## config.mk

```make
export PLATFORM = sky130hd
export DESIGN_NAME = alu_core
export DESIGN_NICKNAME = d
export VERILOG_FILES = /design/src/rtl/alu_core.sv
export SDC_FILE = /design/constraint.sdc
export NUM_CORES = 1
export LEC_CHECK = 0
export CAP_MARGIN = 15
export CORE_ASPECT_RATIO = 0.6
export CORE_MARGIN = 3
export CORE_UTILIZATION = 35
export DETAILED_ROUTE_END_ITERATION = 8
export GPL_TIMING_DRIVEN = 1
export PLACE_DENSITY_LB_ADDON = 0.15
export SETUP_SLACK_MARGIN = 0.05
export SYNTH_ARGS = -nofsm -noshare
export SYNTH_HDL_FRONTEND = slang
export SYNTH_SLANG_ARGS = --single-unit
```

## constraint.sdc

```tcl
create_clock -name clk -period 4.69 [get_ports clk]
set_input_delay 0.469 -clock clk [delete_from_list [all_inputs] [get_ports clk]]
set_output_delay 0.469 -clock clk [all_outputs]
set_load 0.005 [all_outputs]
```

## src/rtl/alu_core.sv

```systemverilog
// 16-bit ALU core driven by a start/ready handshake.
// Most ops complete in one EXEC cycle. MUL runs a 16-step shift-add loop.
// DIV and MOD run a 16-step restoring-division loop.
// Operands and opcode are captured on the start edge, so later input changes are ignored.
module alu_core (
  input  logic        clk,
  input  logic        rst,
  input  logic        bgn,
  input  logic [5:0]  opcode,
  input  logic [15:0] A,
  input  logic [15:0] B,
  output logic [15:0] acc1,
  output logic [15:0] acc2,
  output logic        zero,
  output logic        negative,
  output logic        carry,
  output logic        overflow,
  output logic        rdy
);

  typedef enum logic [2:0] {IDLE, EXEC, MULT, DIVI, DONE} state_t;

  localparam logic [4:0] OP_ADD = 5'd1,  OP_SUB = 5'd2,  OP_LSR = 5'd3,  OP_LSL = 5'd4;
  localparam logic [4:0] OP_RSR = 5'd5,  OP_RSL = 5'd6,  OP_MUL = 5'd7,  OP_DIV = 5'd8;
  localparam logic [4:0] OP_MOD = 5'd9,  OP_AND = 5'd10, OP_OR  = 5'd11, OP_XOR = 5'd12;
  localparam logic [4:0] OP_NOT = 5'd13, OP_CMP = 5'd14, OP_TST = 5'd15, OP_INC = 5'd16;
  localparam logic [4:0] OP_DEC = 5'd17;

  state_t      state_r;
  logic [4:0]  op_r;
  logic [15:0] a_r, b_r;
  logic [15:0] hi_r, lo_r;     // MUL: product high/low; DIVI: remainder/quotient
  logic [4:0]  cnt_r;

  // The immediate flag carries no meaning for this core.
  logic imm_unused_s;
  assign imm_unused_s = opcode[0];

  function automatic logic add_ovf(input logic [15:0] x, input logic [15:0] y, input logic [15:0] r);
    return (x[15] == y[15]) && (r[15] != x[15]);
  endfunction

  function automatic logic sub_ovf(input logic [15:0] x, input logic [15:0] y, input logic [15:0] r);
    return (x[15] != y[15]) && (r[15] != x[15]);
  endfunction

  logic [16:0] add_s, sub_s, inc_s, dec_s;
  logic [31:0] shr_s, shl_s;
  logic [15:0] ex_res_s, ex_a2_s;
  logic        ex_wr1_s, ex_wr2_s, ex_wrf_s, ex_c_s, ex_v_s;
  logic [16:0] mul_sum_s;
  logic [16:0] div_shift_s;
  logic        div_ge_s;
  logic [15:0] div_diff_s;

  // Single-cycle result and flag selection from the captured operands.
  always_comb begin
    add_s    = {1'b0, a_r} + {1'b0, b_r};
    sub_s    = {1'b0, a_r} - {1'b0, b_r};
    inc_s    = {1'b0, a_r} + 17'd1;
    dec_s    = {1'b0, a_r} - 17'd1;
    // The bits just below/above the kept word hold the last bit shifted out.
    shr_s    = {a_r, 16'h0000} >> b_r[3:0];
    shl_s    = {16'h0000, a_r} << b_r[3:0];
    ex_res_s = a_r;
    ex_a2_s  = a_r;
    ex_wr1_s = 1'b0;
    ex_wr2_s = 1'b0;
    ex_wrf_s = 1'b0;
    ex_c_s   = 1'b0;
    ex_v_s   = 1'b0;
    case (op_r)
      OP_ADD: begin ex_res_s = add_s[15:0]; ex_c_s = add_s[16]; ex_v_s = add_ovf(a_r, b_r, add_s[15:0]); ex_wr1_s = 1'b1; ex_wrf_s = 1'b1; end
      OP_SUB: begin ex_res_s = sub_s[15:0]; ex_c_s = sub_s[16]; ex_v_s = sub_ovf(a_r, b_r, sub_s[15:0]); ex_wr1_s = 1'b1; ex_wrf_s = 1'b1; end
      OP_CMP: begin ex_res_s = sub_s[15:0]; ex_c_s = sub_s[16]; ex_v_s = sub_ovf(a_r, b_r, sub_s[15:0]); ex_wrf_s = 1'b1; end
      OP_INC: begin ex_res_s = inc_s[15:0]; ex_c_s = inc_s[16]; ex_v_s = add_ovf(a_r, 16'h0001, inc_s[15:0]); ex_wr1_s = 1'b1; ex_wrf_s = 1'b1; end
      OP_DEC: begin ex_res_s = dec_s[15:0]; ex_c_s = dec_s[16]; ex_v_s = sub_ovf(a_r, 16'h0001, dec_s[15:0]); ex_wr1_s = 1'b1; ex_wrf_s = 1'b1; end
      OP_LSR: begin ex_res_s = shr_s[31:16]; ex_c_s = shr_s[15]; ex_wr1_s = 1'b1; ex_wrf_s = 1'b1; end
      OP_LSL: begin ex_res_s = shl_s[15:0]; ex_c_s = shl_s[16]; ex_wr1_s = 1'b1; ex_wrf_s = 1'b1; end
      OP_RSR: begin ex_res_s = shr_s[31:16] | shr_s[15:0]; ex_c_s = shr_s[15]; ex_wr1_s = 1'b1; ex_wrf_s = 1'b1; end
      OP_RSL: begin ex_res_s = shl_s[15:0] | shl_s[31:16]; ex_c_s = shl_s[16]; ex_wr1_s = 1'b1; ex_wrf_s = 1'b1; end
      OP_AND: begin ex_res_s = a_r & b_r; ex_wr1_s = 1'b1; ex_wrf_s = 1'b1; end
      OP_OR:  begin ex_res_s = a_r | b_r; ex_wr1_s = 1'b1; ex_wrf_s = 1'b1; end
      OP_XOR: begin ex_res_s = a_r ^ b_r; ex_wr1_s = 1'b1; ex_wrf_s = 1'b1; end
      OP_NOT: begin ex_res_s = ~a_r; ex_wr1_s = 1'b1; ex_wrf_s = 1'b1; end
      OP_TST: begin ex_res_s = a_r & b_r; ex_wrf_s = 1'b1; end
      // DIV/MOD only reach EXEC with a zero divisor.
      OP_DIV, OP_MOD: begin
        ex_res_s = 16'hFFFF; ex_a2_s = a_r; ex_v_s = 1'b1;
        ex_wr1_s = 1'b1; ex_wr2_s = 1'b1; ex_wrf_s = 1'b1;
      end
      default: begin ex_wr1_s = 1'b0; ex_wr2_s = 1'b0; ex_wrf_s = 1'b0; end
    endcase
  end

  // One shift-add step and one restoring-division step, both based on the loop registers.
  always_comb begin
    mul_sum_s   = {1'b0, hi_r} + (lo_r[0] ? {1'b0, a_r} : 17'd0);
    div_shift_s = {hi_r, lo_r[15]};
    div_ge_s    = (div_shift_s >= {1'b0, b_r});
    div_diff_s  = div_shift_s[15:0] - b_r;
  end

  // Control FSM, operand capture, iteration and result/flag registers.
  always_ff @(posedge clk) begin
    if (rst) begin
      state_r  <= IDLE;
      op_r     <= 5'd0;
      a_r      <= 16'h0000;
      b_r      <= 16'h0000;
      hi_r     <= 16'h0000;
      lo_r     <= 16'h0000;
      cnt_r    <= 5'd0;
      acc1     <= 16'h0000;
      acc2     <= 16'h0000;
      zero     <= 1'b0;
      negative <= 1'b0;
      carry    <= 1'b0;
      overflow <= 1'b0;
      rdy      <= 1'b0;
    end else begin
      case (state_r)
        IDLE: begin
          if (bgn) begin
            op_r  <= opcode[5:1];
            a_r   <= A;
            b_r   <= B;
            cnt_r <= 5'd0;
            hi_r  <= 16'h0000;
            if (opcode[5:1] == OP_MUL) begin
              lo_r    <= B;
              state_r <= MULT;
            end else if ((opcode[5:1] == OP_DIV || opcode[5:1] == OP_MOD) && B != 16'h0000) begin
              lo_r    <= A;
              state_r <= DIVI;
            end else begin
              state_r <= EXEC;
            end
          end else begin
            state_r <= IDLE;
          end
        end
        EXEC: begin
          if (ex_wr1_s) acc1 <= ex_res_s;
          if (ex_wr2_s) acc2 <= ex_a2_s;
          if (ex_wrf_s) begin
            zero     <= (ex_res_s == 16'h0000);
            negative <= ex_res_s[15];
            carry    <= ex_c_s;
            overflow <= ex_v_s;
          end
          rdy     <= 1'b1;
          state_r <= DONE;
        end
        MULT: begin
          if (cnt_r == 5'd16) begin
            acc1     <= lo_r;
            acc2     <= hi_r;
            zero     <= ({hi_r, lo_r} == 32'h0000_0000);
            negative <= lo_r[15];
            carry    <= (hi_r != 16'h0000);
            overflow <= (hi_r != 16'h0000);
            rdy      <= 1'b1;
            state_r  <= DONE;
          end else begin
            hi_r  <= mul_sum_s[16:1];
            lo_r  <= {mul_sum_s[0], lo_r[15:1]};
            cnt_r <= cnt_r + 5'd1;
          end
        end
        DIVI: begin
          if (cnt_r == 5'd16) begin
            acc1     <= (op_r == OP_DIV) ? lo_r : hi_r;
            acc2     <= (op_r == OP_DIV) ? hi_r : lo_r;
            zero     <= (((op_r == OP_DIV) ? lo_r : hi_r) == 16'h0000);
            negative <= (op_r == OP_DIV) ? lo_r[15] : hi_r[15];
            carry    <= 1'b0;
            overflow <= 1'b0;
            rdy      <= 1'b1;
            state_r  <= DONE;
          end else begin
            hi_r  <= div_ge_s ? div_diff_s : div_shift_s[15:0];
            lo_r  <= {lo_r[14:0], div_ge_s};
            cnt_r <= cnt_r + 5'd1;
          end
        end
        DONE: begin
          if (!bgn) begin
            rdy     <= 1'b0;
            state_r <= IDLE;
          end else begin
            state_r <= DONE;
          end
        end
        default: begin
          rdy     <= 1'b0;
          state_r <= IDLE;
        end
      endcase
    end
  end

endmodule

```

==> summary.md <==
| Metric | Value |
|---|---|
| Clk slew on worst S/H paths | 60 ps |
| Clock sinks | 114 |
| Clock tree buffer depth | 2 |
| WP data arrival | 4580 ps |
| Fmax | about 230 MHz |
| Fraction of layout cells with a size suffix above 1 | 10.9% |
| RSZ-0062 raised after global routing | no |
| Global-route usage over all layers | approximately 32% |
| Post-synthesis average cell area | between 7 and 8 sq um |
| Pre-CTS setup slack | approximately 610 ps |
| Final Hold Fails | 0 |
| Drt total wl | between 60 and 70 mm |
| Final setup viols | 0 |
| Design area | between 0.015 and 0.02 sq mm |
| Fin. max-slew vios | 0 |
| Async S/R FF share, synth | 0% |
| Die H | 156 um |
| Vias post-DR | about 15k |
| Commonest non-fill, non-tap cell in the layout | nand2_1 |
| Pre-antenna DRT Iters | 8 |
| Fin crit period | 4290 ps |
| Final Skew | 18.0 ps |
| Ports | a little under 80 |
| H-tree depth | 4 |
| ANT nets after route | 0 |
| CTS buffer count | 17 |
| Detailed-route vias per instance | 6.38 |
| Seq cells post-synth | 114 |
| Hold buffer count at cts | 0 |
| Syn_nets | about 2k |
| Reg2Reg Setup Slack | 400 ps |
| Core region area | about 0.037 sq mm |
| Die span in x | 256 um |
| Status | finished clean |
| CP max FO | 7 |
| Crit end category | register |
| Largest net degree at the start of global routing | 60 |
| Starting DRC count in detailed routing | about 2.1k |
| CP startpoint kind | register |
| Residual DRC | 0 |
| Total chip power | about 5.3 mW |
| Clock Latency Late Sink | 450 ps |
| Finished Core Util | a little over two fifths |
| HPWL after detailed placement | roughly 50 mm |
| Filler cell count | between 3k and 4k |
| DR WL/cell | ~28 um |
| Yosys warns | 0 |
| Final net count | between 2k and 2.5k |
| Vias in the first global route | ~14k |
| Worst Path Required | 4990 ps |
| # Post-CTS Setup Buffers | 0 |
| RePlAce Congestion | roughly 1 |
| Resized Gates After CTS | 0 |
| Global-route wire length before repair | around 96 mm |
| CTS tree | done |
| Placement Cell Area | roughly 0.015 sq mm |
| Max-cap viol count | 0 |
| Remaining Overflow, GRT | 0 |
| Port Buf Inserts | 76 |
| VDD IR max | about 270 uV |
| Setup ws final | 404 ps |
| Row count | 54 |
| Main synth FF type | dfxtp_1 |
| Slew headroom | between 15 and 20% |
| Initial Utilization | between 30% and 40% |
| Sum Neg Setup Slack | 0 ps |
| Die area | around 0.040 sq mm |
| Clk root buf | clkbuf_16 |
| Synthesized area | ~0.013 sq mm |
| Pwr Density | roughly 340 mW/mm^2 |
| Unique cell type count in the Yosys netlist | 80 |
| Initial antenna violation count | 3 |
| Lkg Pwr | approximately 5.7 nW |
| Critical path class | reg -> reg |
| Post-Synthesis Cells | ~1.8k |
| Post-synth EDFFs | 0 |
| Crit share post-route | between 90% and 100% |
| HP Class | reg -> reg |
| Most used cells in the layout excluding fill and tap cells | 262 x nand2_1, 179 x nor2_1, 166 x a21oi_1 |
| Area growth syn-to-layout | 17.0% |
| Worst-margin pin slew | 1240 ps |
| Sequential share of the synthesized area | 17.4% |
## critical path, stage by stage (launching register included)
cell	delay, ps
dfxtp_1	410
nor3_1	720
nand3_1	430
nor4_1	570
ha_1	330
a221oi_1	270
nand4_1	160
a211oi_1	330
o221ai_1	210
o21a_1	260
a21oi_1	320
o31ai_1	120
## per-stage QoR
step | hold slack, ps | cells
after floorplan | 448 | 1837
after global placement | 448 | 2366
after detailed placement | 449 | 2366
after CTS | 458 | 2398
after global routing | 489 | 2399
final | 455 | 2400
## metal layers
layer / vias to the layer above / global-route usage, % / part of all wire [%] / wire length (um)
met4: 2 / 7.05 / 1.9 / 1240
li1: 6859 / - / - / -
met5: - / 0 / 0.017 / 11
met1: 7415 / 48.4 / 47 / 30900
met3: 83 / 14.6 / 15 / 10100
met2: 950 / 40.7 / 36 / 23800
## cell usage after synthesis, drive strengths merged (5+ instances only)
cell	count	area, sq um
nand2	262	983
nor2	180	676
a21oi	167	836
clkbuf	132	495
dfxtp	114	2280
ha	90	1130
inv	59	221
nor3	57	285
o21ai	57	285
nand3	55	275
mux2i	48	480
a211oi	41	308
a311oi	40	350
xnor2	36	315
mux4	30	676
and2	28	175
buf	28	139
a21o	27	203
nor2b	26	163
nand4	25	156
nor4	24	156
o22ai	24	150
xor2	22	193
nand2b	17	106
o211ai	17	128
a31oi	15	93.8
o221ai	15	131
or3	14	87.6
o21bai	12	90.1
a2111oi	11	103
a221oi	10	87.6
mux2	10	113
a22oi	9	67.6
o32ai	9	78.8
or2	9	56.3
and3	8	50.1
nor3b	8	60.1
a211o	7	61.3
o2bb2ai	7	61.3
o2111ai	6	52.6
o21a	6	45.0
o31ai	6	45.0
a41oi	5	43.8
and4	5	43.8
nor4b	5	43.8
## registers in the layout, summed over array words and instances, names as in the netlist, 3 cells and up
name,flops
a_r,16
op_r,5
acc2,16
cnt_r,5
state_r,3
acc1,16
b_r,16
hi_r,16
lo_r,16
## cells by family (layout without fill, tap and decap cells)
logic type                 Yosys count  after routing  synth area share [%]
buffers and inverters              219            276                  6.52
xor gates and xnor gates            58             58                  3.87
muxes                               88             88                  9.66
other                                0              2                     0
adders and majority gates           94             94                  9.19
and+or+nand+nor                    737            737                  26.1
DFF                                114            114                  17.4
AOI/OAI and AO/OA                  527            527                  27.2
## worst paths after layout
| kind | from | endpoint | cells past startpoint |
|---|---|---|---|
| max reg2reg | a_r[3] | negative | 11 |
| min reg2reg | acc1[9] | acc1[9] | 2 |
| max | a_r[3] | negative | 11 |
| min | acc1[9] | acc1[9] | 2 |
## layout make-up
class | count | area, sq um | area share (%)
antenna | 2 | 5.00 | 0.0326
clock buffer | 17 | 425 | 2.77
clock inverter | 15 | 160 | 1.04
inverter | 59 | 221 | 1.44
multi-input combinational | 1504 | 10000 | 65.2
sequential | 114 | 2290 | 14.9
tap | 504 | 631 | 4.11
timing repair buffer | 185 | 1610 | 10.5
## where the power goes
group / leakage [nW] / internal [mW] / switching, mW / total (mW)
logic: 4.45 / 0.978 / 1.67 / 2.65
registers: 0.931 / 1.05 / 0.225 / 1.28
clock network: 0.284 / 0.756 / 0.602 / 1.36
total: 5.66 / 2.79 / 2.49 / 5.28
No activity file was read; power rests on OpenSTA's default activity.
